$ cat src/rtl/fpu_pkg.sv
// Shared FPU definitions: default field widths, flag bit positions, stage records.
// Latency: n/a (types and constants only).
// Backpressure: n/a.
package fpu_pkg;

  localparam int EXP_W_DEF = 8;
  localparam int MAN_W_DEF = 23;

  // Bit positions inside flags = {overflow, underflow, invalid}
  localparam int FLAG_OVF = 2;
  localparam int FLAG_UNF = 1;
  localparam int FLAG_INV = 0;

  // Control record carried alongside the datapath from S1 to S3.
  typedef struct packed {
    logic sign;     // effective sign of the larger-magnitude operand
    logic eff_sub;  // operands have opposite effective signs
    logic spc;      // special-value result replaces the datapath result
    logic spc_nan;  // special result is the quiet NaN
    logic spc_sign; // sign of a special infinity result
  } ctl_t;

endpackage

$ cat src/rtl/fpu_lzc.sv
// Leading-zero counter; count = WIDTH when the input is all zeros.
// Latency: combinational.
// Backpressure: n/a.
// Ports: din (value to scan from the MSB), count (number of leading zeros).
module fpu_lzc #(
  parameter  int WIDTH = 27,
  localparam int CW    = $clog2(WIDTH + 1)
) (
  input  logic [WIDTH-1:0] din,
  output logic [CW-1:0]    count
);

  // Ascending scan: the highest set bit is the last one to write count.
  always_comb begin
    count = CW'(WIDTH);
    for (int i = 0; i < WIDTH; i++) begin
      if (din[i]) count = CW'(WIDTH - 1 - i);
    end
  end

endmodule

$ cat src/rtl/faddsub_pipe.sv
// Pipelined IEEE-style floating-point add/subtract, round-to-nearest-even, DAZ/FTZ.
// Latency: 3 cycles from acceptance to result, 1 op/cycle sustained.
// Backpressure: in_ready = out_ready || !out_valid; the whole pipe freezes when in_ready is low.
// Ports: clk/reset (async active-low); in_valid/in_ready + op1/op2/sub input handshake;
//        out_valid/out_ready + result/flags {overflow, underflow, invalid} output handshake.
// Build option FADDSUB_SPECIALS_EN: decode Inf/NaN operands; otherwise exponent all-ones is
// an ordinary exponent and the invalid flag is never raised.
module faddsub_pipe
  import fpu_pkg::*;
#(
  parameter  int EXP_W = EXP_W_DEF,
  parameter  int MAN_W = MAN_W_DEF,
  localparam int W     = 1 + EXP_W + MAN_W
) (
  input  logic         clk,
  input  logic         reset,
  input  logic         in_valid,
  output logic         in_ready,
  input  logic [W-1:0] op1,
  input  logic [W-1:0] op2,
  input  logic         sub,
  output logic         out_valid,
  input  logic         out_ready,
  output logic [W-1:0] result,
  output logic [2:0]   flags
);

  localparam int XW = MAN_W + 4;             // hidden bit + mantissa + guard/round/sticky
  localparam int SW = XW + 1;                // sum with carry-out
  localparam int CW = $clog2(XW + 1);        // leading-zero count width
  localparam int EW = EXP_W + CW + 1;        // signed exponent, wide enough for any lz
  localparam logic signed [EW-1:0] EXP_ONE = EW'(1);
  localparam logic signed [EW-1:0] EXP_INF = EW'((1 << EXP_W) - 1);
  localparam logic [W-1:0] QNAN = {1'b0, {EXP_W{1'b1}}, 1'b1, {(MAN_W-1){1'b0}}};

  // ---------------------------------------------------------------- S1: align
  logic             a_sgn, b_sgn, swap, big_sgn;
  logic [EXP_W-1:0] a_exp, b_exp, big_exp, sml_exp, exp_diff;
  logic [MAN_W-1:0] a_man, b_man, big_man, sml_man;
  logic [XW-1:0]    big_x, sml_x, sml_sh, sml_lost, sml_al;
  ctl_t             ctl_in;
`ifdef FADDSUB_SPECIALS_EN
  logic             a_inf, a_nan, b_inf, b_nan;
`endif

  always_comb begin
    a_sgn = op1[W-1];
    b_sgn = op2[W-1] ^ sub;
    a_exp = op1[W-2:MAN_W];
    b_exp = op2[W-2:MAN_W];
    // Denormals are flushed: exponent 0 means a signed zero.
    a_man = (a_exp == '0) ? '0 : op1[MAN_W-1:0];
    b_man = (b_exp == '0) ? '0 : op2[MAN_W-1:0];

    swap    = {b_exp, b_man} > {a_exp, a_man};
    big_sgn = swap ? b_sgn : a_sgn;
    big_exp = swap ? b_exp : a_exp;
    big_man = swap ? b_man : a_man;
    sml_exp = swap ? a_exp : b_exp;
    sml_man = swap ? a_man : b_man;

    exp_diff = big_exp - sml_exp;
    big_x    = {|big_exp, big_man, 3'b000};
    sml_x    = {|sml_exp, sml_man, 3'b000};
    sml_sh   = sml_x >> exp_diff;
    sml_lost = sml_x & ~({XW{1'b1}} << exp_diff);
    // Bits shifted past the sticky position are ORed into it; a shift that
    // would push the hidden bit past round leaves only a sticky bit.
    if (int'(exp_diff) >= MAN_W + 3) sml_al = {{(XW-1){1'b0}}, |sml_x};
    else                             sml_al = {sml_sh[XW-1:1], sml_sh[0] | (|sml_lost)};

    ctl_in         = '0;
    ctl_in.sign    = big_sgn;
    ctl_in.eff_sub = a_sgn ^ b_sgn;
`ifdef FADDSUB_SPECIALS_EN
    a_inf = (a_exp == '1) && (op1[MAN_W-1:0] == '0);
    a_nan = (a_exp == '1) && (op1[MAN_W-1:0] != '0);
    b_inf = (b_exp == '1) && (op2[MAN_W-1:0] == '0);
    b_nan = (b_exp == '1) && (op2[MAN_W-1:0] != '0);
    ctl_in.spc      = a_inf | a_nan | b_inf | b_nan;
    ctl_in.spc_nan  = a_nan | b_nan | (a_inf & b_inf & (a_sgn != b_sgn));
    ctl_in.spc_sign = a_inf ? a_sgn : b_sgn;
`endif
  end

  logic             v1;
  ctl_t             c1;
  logic [EXP_W-1:0] e1;
  logic [XW-1:0]    xb1, xs1;

  // ---------------------------------------------------------------- S2: add + lzc
  // Larger magnitude is always first, so the difference never goes negative.
  logic [SW-1:0] sum_n;
  logic [CW-1:0] lz_n;

  assign sum_n = c1.eff_sub ? ({1'b0, xb1} - {1'b0, xs1}) : ({1'b0, xb1} + {1'b0, xs1});

  fpu_lzc #(.WIDTH(XW)) u_lzc (
    .din   (sum_n[XW-1:0]),
    .count (lz_n)
  );

  logic             v2;
  ctl_t             c2;
  logic [EXP_W-1:0] e2;
  logic [SW-1:0]    sum2;
  logic [CW-1:0]    lz2;

  // ---------------------------------------------------------------- S3: normalise, round, pack
  logic signed [EW-1:0] exp_n, exp_r;
  logic [XW-1:0]        norm;
  logic                 rnd_up;
  logic [MAN_W:0]       frac_r;   // {rounding carry-out, fraction}
  logic [W-1:0]         res_n;
  logic [2:0]           flg_n;

  always_comb begin
    if (sum2[SW-1]) begin
      norm  = {sum2[SW-1:2], |sum2[1:0]};
      exp_n = EW'(e2) + EW'(1);
    end else begin
      norm  = sum2[XW-1:0] << lz2;
      exp_n = EW'(e2) - EW'(lz2);
    end

    // norm = {hidden, fraction, G, R, S}
    rnd_up = norm[2] & (norm[1] | norm[0] | norm[3]);
    frac_r = {1'b0, norm[XW-2:3]} + {{MAN_W{1'b0}}, rnd_up};
    // A carry-out leaves the fraction all-zero and doubles the value.
    exp_r  = exp_n + EW'(frac_r[MAN_W]);

    res_n = {c2.sign, exp_r[EXP_W-1:0], frac_r[MAN_W-1:0]};
    flg_n = '0;
    if (c2.spc) begin
      res_n           = c2.spc_nan ? QNAN : {c2.spc_sign, {EXP_W{1'b1}}, {MAN_W{1'b0}}};
      flg_n[FLAG_INV] = c2.spc_nan;
    end else if (!norm[XW-1]) begin
      // Exact zero: cancellation gives +0, only like-signed zeros keep the sign.
      res_n = {c2.sign & ~c2.eff_sub, {(W-1){1'b0}}};
    end else if (exp_r < EXP_ONE) begin
      res_n           = {c2.sign, {(W-1){1'b0}}};
      flg_n[FLAG_UNF] = 1'b1;
    end else if (exp_r >= EXP_INF) begin
      res_n           = {c2.sign, {EXP_W{1'b1}}, {MAN_W{1'b0}}};
      flg_n[FLAG_OVF] = 1'b1;
    end
  end

  // ---------------------------------------------------------------- pipeline control
  assign in_ready = out_ready || !out_valid;

  always_ff @(posedge clk or negedge reset) begin
    if (!reset) begin
      v1        <= 1'b0;
      v2        <= 1'b0;
      out_valid <= 1'b0;
      result    <= '0;
      flags     <= '0;
    end else if (in_ready) begin
      v1        <= in_valid;
      v2        <= v1;
      out_valid <= v2;
      if (v2) begin
        result <= res_n;
        flags  <= flg_n;
      end
    end
  end

  // Datapath payload needs no reset; the valid bits qualify it.
  always_ff @(posedge clk) begin
    if (in_ready) begin
      c1   <= ctl_in;
      e1   <= big_exp;
      xb1  <= big_x;
      xs1  <= sml_al;
      c2   <= c1;
      e2   <= e1;
      sum2 <= sum_n;
      lz2  <= lz_n;
    end
  end

endmodule

$ cat config.mk
export PLATFORM = sky130hd
export DESIGN_NAME = faddsub_pipe
export DESIGN_NICKNAME = d
export VERILOG_FILES = /design/src/rtl/fpu_pkg.sv /design/src/rtl/fpu_lzc.sv /design/src/rtl/faddsub_pipe.sv
export SDC_FILE = /design/constraint.sdc
export NUM_CORES = 1
export LEC_CHECK = 0
export BUFFER_PORTS_ARGS = -buffer_cell sky130_fd_sc_hd__clkbuf_2
export CAP_MARGIN = 20
export CORE_MARGIN = 4
export CORE_UTILIZATION = 50
export CTS_CLUSTER_SIZE = 30
export DETAILED_ROUTE_END_ITERATION = 7
export GPL_TIMING_DRIVEN = 0
export PLACE_DENSITY = 0.79
export SETUP_SLACK_MARGIN = 0.2
export SKIP_CTS_REPAIR_TIMING = 1
export SYNTH_ARGS = -nofsm -noshare
export SYNTH_HDL_FRONTEND = slang
export SYNTH_HIERARCHICAL = 1
export SYNTH_SLANG_ARGS = --single-unit
$ cat constraint.sdc
create_clock -name clk -period 10.3 [get_ports clk]
set_input_delay 0.515 -clock clk [delete_from_list [all_inputs] [get_ports clk]]
set_output_delay 0.515 -clock clk [all_outputs]
set_load 0.02 [all_outputs]
==> reports/results.tsv, run 1 <==
stage	metric	value	unit
global_routing	via_count_of_the_first_global_routing_pass	12200	
floorplan	initial_util	51.1	%
critical_path	timing.critical_path.fanout_max	10	
floorplan	total_die_area	29500	um2
sta	finClkSkew	0.0152	ns
run	max_cap_violations	0	
pwr	leak	6.18	nW
critical_path	r2r_start	lz2[0]	
critical_path	critPathKind	in2reg	
synth	synth_cells	1566	
clock_network	clock_tree_from_tritoncts	built	
pwr	cellPowerDensity	249	nW/um2
floorplan	floorplan.rows	59	
route	total_wire_length	39200	um
placement	post_dp_cell_area	14400	um2
sta	finalSetupViolCount	0	
clock_network	clk_transition_reported_paths	0.07	ns
sta	setup_total_negative_slack	0	ns
placement	gpl.final_weighted_congestion	0.987	
clock_network	clock-root-buffer	clkbuf_16	
synth	sequential_share_of_the_synthesized_area	30.3	%
clock_network	cts-root-to-sink-buffers	2	
route	drt-pass1-iter-count	7	
route	vias	12500	
pwr	max-vdd-ir-drop	0.143	mV
sta	finalHoldViolations	0	
clock_network	clk_sink_count	141	
global_routing	grt_first_pass_wirelength	61900	um
sta	clock.fmax	149	MHz
global_routing	antenna_found_initial	0	
synth	postSynthAreaPerCell	8.55	um2
sta	timing.max_slew.rel_slack	39.7	%
synth	synth_edf_count	104	
synth	synth.top_cells.by_area	edfxtp_1, ha_1, dfrtp_1, mux4_2, mux2i_1	
status	outcome	complete, no violations	
synth	proportion_of_register_bits_with_asynchronous_set_or_reset_after_synthesis	26.2	%
sta	final_min_period_over_clock_period	65.2	%
placement	placement.io_buffers	104	
synth	postSynthRegisterBits	141	
layout	finish.instance_area	14900	um2
route	post-route-drc-count	0	
sta	unrepaired_setup_endpoints_after_global_routing	false	
synth	yosysTopAreaCell	edfxtp_1	
sta	worst_pin_slew	0.896	ns
sta	report.final.slew_viol_count	0	
clock_network	clk_latency	0.44	ns
synth	synth-main-ff-cell	edfxtp_1	
sta	final.min_clock_period	6.72	ns
route	detail_route.iter0.violations	870	
critical_path	critPathArrivalTime	6.89	ns
synth	synth_commonest_cells	nand2_1, nor2_1, a21oi_1	
hold_path	min-delay-path-class	in2async	
synth	synth.top_cell.area_share	23.3	%
route	final_antenna_net_count	0	
floorplan	core_region_area	26200	um2
synth	synthDistinctLibCells	89	
placement	hpwl	31800	um
layout	drive_gt1_share	13.3	%
critical_path	crit_required	10.48	ns
global_routing	grt_start_max_net_pins	63	
route	post_drt_wl_per_cell	19.2	um
global_routing	gr-usage-all-layers	26.3	%
critical_path	ff2ff_setup_slack	3.75	ns
layout	area.growth.synth_to_final	11.5	%
clock_network	cts_buffers	17	
layout	diodes	0	
synth	netlist_area	13400	um2
synth	synth.yosys.warnings	6	
global_routing	global_route.overflow_total	0	
critical_path	worst_r2r_endpoint	result[3]	
layout	finalNetCount	1851	
floorplan	pin_count	106	
critical_path	setup.worst_path.start_class	primary input	
floorplan	die_y	172	um
floorplan	die_width	172	um
critical_path	endpoint_kind	flop	
critical_path	worstRegToRegCells	25	
sta	final_hold_slack	0.166	ns
clock_network	cts_max_level	4	
route	avgViaCountPerCell	6.15	
synth	mappedNetlistNets	1727	
## worst max-delay path: stages
cell	delay, ns
clkbuf_2	0.10
nor4_1	0.54
nand2_1	0.33
clkbuf_1	0.30
clkbuf_1	0.27
nand2_1	0.17
ha_1	0.32
a211oi_1	0.30
o21ai_1	0.11
nor2_1	0.31
o211ai_2	0.20
o21bai_2	0.28
and3_1	0.24
nor2_1	0.06
ha_1	0.25
a221oi_1	0.38
and3_1	0.21
clkbuf_1	0.26
clkbuf_1	0.49
o21ai_0	0.21
a21oi_1	0.18
nor2_1	0.06
o31ai_1	0.28
o2111ai_1	0.18
o31a_1	0.36
## through the flow
step                      total power (W)  cells  setup WS, ns  utilization [%]
after floorplan                   0.00251   1566          4.51                -
after global placement            0.00306   2005          2.60             54.7
after detailed placement          0.00308   2006          3.27             54.8
after CTS                         0.00369   2038          3.70             56.9
after global routing              0.00397   2038          3.18             56.9
final                             0.00372   2038          3.58             56.9
## how the worst max path moves through the flow
stage,startpoint,endpoint,slack [ns],cells past startpoint
after floorplan,out_ready,result[10],4.51,9
after global placement,out_ready,result[2],2.60,10
after detailed placement,op1[27],xs1[0],3.27,25
after CTS,op1[27],xs1[0],3.70,25
after global routing,lz2[0],result[7],3.18,25
final,op1[27],xs1[0],3.58,25
## per-layer routing
layer	track usage [%]	vias up	wire length, um	part of all wire (%)
met5	0	-	0	0
met4	15.5	0	2360	6.0
met3	3.52	136	2130	5.4
met2	46.1	557	19100	49
met1	30.6	5808	15600	40
li1	-	6038	-	-
## flip-flops by register name, indices dropped and copies added (netlist names), 5 cells and up
name	count
e2	8
xb1	24
xs1	27
result	32
lz2	5
sum2	28
e1	8
## kinds of logic (layout without fill, tap and decap cells)
logic type | count (synthesis) | count (layout) | synth area share [%]
AND/OR/NAND/NOR | 524 | 524 | 18.3
AO/OA/AOI/OAI | 452 | 452 | 22.0
buffers and inverters | 184 | 321 | 5.55
flip-flops | 141 | 141 | 30.3
multiplexers | 107 | 107 | 10.9
adder cells (fa/ha/maj) | 92 | 92 | 8.71
XOR/XNOR | 65 | 65 | 4.25
other | 1 | 1 | 0.0280
## power by group
group          total [W]  switching, W  internal, W
Sequential      0.000976      0.000144     0.000832
Combinational    0.00214       0.00132     0.000821
Clock           0.000603      0.000268     0.000336
## final cells by class
class,count,area [um2]
plain buffers,92,402
well taps,335,419
multi-input cells,1241,8590
repair buffers,105,548
flip-flops and latches,141,4050
clock buffers,17,425
inverters,92,345
clock inverters,15,139
fillers,2442,11300
## layout by cell type, fill, tap and decap left out, types with 15 or more instances in the layout
cell type	n
xor2_1	24
nor4_1	22
nor2_1	158
a21oi_1	116
a22o_1	29
ha_1	90
o21ai_0	110
nand2b_1	19
clkbuf_1	63
inv_1	89
buf_2	15
nand2_1	158
nand3_1	29
and2_1	20
clkbuf_2	104
nor2b_1	16
xnor2_1	41
mux4_2	29
o21ai_1	16
mux2i_1	61
dfrtp_1	37
edfxtp_1	104
a31oi_1	18
a211oi_1	20
nor3_1	46
mux2_2	17
clkbuf_16	17
No activity file was read; power rests on OpenSTA's default activity.
==> run 2: changes to the inputs <==
--- a/config.mk
+++ b/config.mk
@@ -12,7 +12,7 @@
 export CTS_CLUSTER_SIZE = 30
 export DETAILED_ROUTE_END_ITERATION = 7
 export GPL_TIMING_DRIVEN = 0
-export PLACE_DENSITY = 0.79
+export PLACE_DENSITY = 0.82
 export SETUP_SLACK_MARGIN = 0.2
 export SKIP_CTS_REPAIR_TIMING = 1
 export SYNTH_ARGS = -nofsm -noshare
==> constraint.sdc (replaced) <==
create_clock -name clk -period 5.95 [get_ports clk]
set_input_delay 0.2975 -clock clk [delete_from_list [all_inputs] [get_ports clk]]
set_output_delay 0.2975 -clock clk [all_outputs]
set_load 0.02 [all_outputs]
==> run 2 against run 1 <==
  * The flow now finishes with violations (negative hold slack)
  * Routed wire length up 0.61%
  * Largest power group unchanged
  * Die area is the same
  * Power grew 77%
  * Cell count increased by 0.29%
==> reports/results.tsv, run 2 (synthesis gave the netlist of run 1 again) <==
stage	metric	value	unit	change
clock_network	clock_tree_from_tritoncts	built		
critical_path	endpoint_kind	flop		
sta	finalHoldViolations	37		+37
floorplan	initial_util	51.1	%	unchanged
route	final_antenna_net_count	0		unchanged
pwr	leak	6.31	nW	+2.1%
pwr	power.net_switching	0.00305	W	+76%
route	wirelength_met1	15700	um	+0.28%
clock_network	cts-root-to-sink-buffers	2		unchanged
layout	diodes	0		unchanged
critical_path	critPathKind	in2reg		
layout	layout.cells.most_common	nand2_1		
route	avgViaCountPerCell	6.20		+0.79%
layout	largest_register_ff_count	32		unchanged
route	vias	12700		+1.1%
pwr	internal_power	0.00352	W	+77%
clock_network	clk_sink_count	141		unchanged
sta	report.final.slew_viol_count	0		unchanged
floorplan	core_region_area	26200	um2	unchanged
status	failed_checks	negative hold slack		
layout	biggestRegsByFlops	result: 32 flops, sum2: 28 flops, xs1: 27 flops		
layout	most-common-layout-cells	nand2_1, nor2_1, clkbuf_2		
global_routing	global_route.overflow_total	0		unchanged
clock_network	cts_buffers	17		unchanged
route	post-route-drc-count	0		unchanged
critical_path	critPathArrivalTime	5.64	ns	-1.25 ns
route	post_drt_wl_per_cell	19.3	um	+0.32%
pwr	pwr-share-seq	25.7	%	-0.5 points
floorplan	total_die_area	29500	um2	unchanged
route	detail_route.iter0.violations	902		+3.7%
floorplan	die_y	172	um	unchanged
sta	finClkSkew	0.0155	ns	+0.000286 ns
placement	post_dp_cell_area	14400	um2	unchanged
global_routing	grt_start_max_net_pins	61		-3.2%
floorplan	die_width	172	um	unchanged
global_routing	grt_first_pass_wirelength	61300	um	-0.97%
clock_network	clk_latency	0.43	ns	about the same
floorplan	pin_count	106		unchanged
pwr	pwr-share-comb	58.8	%	+1.2 points
clock_network	clk_transition_reported_paths	0.06	ns	about the same
pwr	cellPowerDensity	432	nW/um2	+73%
sta	final_hold_slack	-0.0332	ns	-0.199 ns
placement	gpl.final_weighted_congestion	0.994		+0.75%
route	wl_met2	19200	um	+0.85%
layout	area.growth.synth_to_final	13.7	%	
global_routing	gr-usage-all-layers	25.9	%	-0.40 points
layout	finalNetCount	1858		+0.38%
critical_path	crit_required	6.10	ns	-4.38 ns
global_routing	via_count_of_the_first_global_routing_pass	12100		-1.2%
pwr	max-vdd-ir-drop	0.242	mV	+69%
sta	finalSetupViolCount	0		unchanged
layout	finish.instance_area	15200	um2	+2.0%
sta	unrepaired_setup_endpoints_after_global_routing	false		
critical_path	timing.critical_path.fanout_max	10		unchanged
layout	drive_gt1_share	17.1	%	+3.8 points
pwr	sw_frac_of_total	46.4	%	-0.19 points
route	highest_layer	met4		
pwr	power.total	0.00657	W	+77%
pwr	pwr-share-clk	15.4	%	-0.8 points
global_routing	antenna_found_initial	0		unchanged
clock_network	cts_max_level	4		unchanged
route	total_wire_length	39400	um	+0.61%
sta	final.min_clock_period	5.50	ns	
floorplan	floorplan.rows	59		unchanged
critical_path	setup.worst_path.start_class	primary input		
layout	largest-register	result		
status	outcome	finished, violations left		
route	drt-pass1-iter-count	5		-2
sta	timing.max_slew.rel_slack	37.6	%	-2.1 points
hold_path	min-delay-path-class	in2async		
placement	placement.io_buffers	104		unchanged
sta	clock.fmax	182	MHz	
sta	worst_pin_slew	0.913	ns	+0.0176 ns
sta	final_min_period_over_clock_period	92.4	%	
route	wl_met3	2250	um	+5.5%
run	max_cap_violations	0		unchanged
placement	hpwl	31800	um	about the same
sta	setup_total_negative_slack	0	ns	unchanged
clock_network	clock-root-buffer	clkbuf_16		
run 2: changes by cell type in the layout (fill, tap and decap cells not counted), moves of 6 or more:
cell,change
o21ai_0,-7
clkbuf_1,-18
o21ai_2,+6
clkbuf_2,+13
buf_4,+8
run 2: layout make-up:
cell class                      count  area (um2)
Buffer                             92         468
Clock buffer                       17         425
Clock inverter                     14         133
Fill cell                        2349       11000
Inverter                           92         349
Multi-Input combinational cell   1241        8770
Sequential cell                   141        4050
Tap cell                          335         419
Timing Repair Buffer              112         604
run 2: through the flow:
| stage | util [%] | std cells | setup slack [ns] |
|---|---|---|---|
| after floorplan | - | 1566 | 0.224 |
| after global placement | 54.7 | 2005 | -1.42 |
| after detailed placement | 54.8 | 2006 | -0.729 |
| after CTS | 56.9 | 2037 | -0.630 |
| after global routing | 58.1 | 2044 | 0.163 |
| final | 58.1 | 2044 | 0.451 |
run 2: final timing paths:
path                               start    endpoint  slack (ns)  cells after the start
worst min register to register     e1[1]       e2[1]        0.42                      0
worst min-delay path               reset  result[30]       -0.03                      1
min in group clk                in_valid          v1        0.10                      2
max in group asynchronous          reset   result[1]        5.43                      1
worst max-delay path             op2[24]      xs1[0]        0.45                     24
worst max register to register    lz2[1]  result[11]        0.53                     23
run 2: power groups by stage:
stage	sequential [W]	combinational, W	clock, W
CTS	0.00169	0.00366	0.00102
floorplan	0.00173	0.00262	0
finish	0.00169	0.00387	0.00101
global placement	0.00171	0.00358	0
detailed placement	0.00171	0.00365	0
global route	0.00173	0.00420	0.00107
run 2: critical path, stage by stage:
cell and delay (ns):
clkbuf_2 0.09, clkbuf_2 0.18, nor4_2 0.30, nand2_1 0.17, buf_2 0.22, clkbuf_2 0.20
and2_1 0.24, ha_1 0.32, a211oi_1 0.25, o21ai_1 0.11, nor2_2 0.26, o211ai_2 0.19
o21bai_4 0.19, buf_4 0.22, buf_4 0.19, buf_4 0.20, buf_2 0.25, buf_2 0.33
nand2_1 0.09, a221oi_1 0.42, o22a_1 0.23, o2111a_1 0.19, o2111ai_1 0.10, o31a_1 0.38
run 2: layer usage:
layer | vias up | track usage (%)
met5 | - | 0
met4 | 0 | 14.3
met3 | 141 | 3.03
met2 | 603 | 46.4
met1 | 5880 | 30.0
li1 | 6051 | -
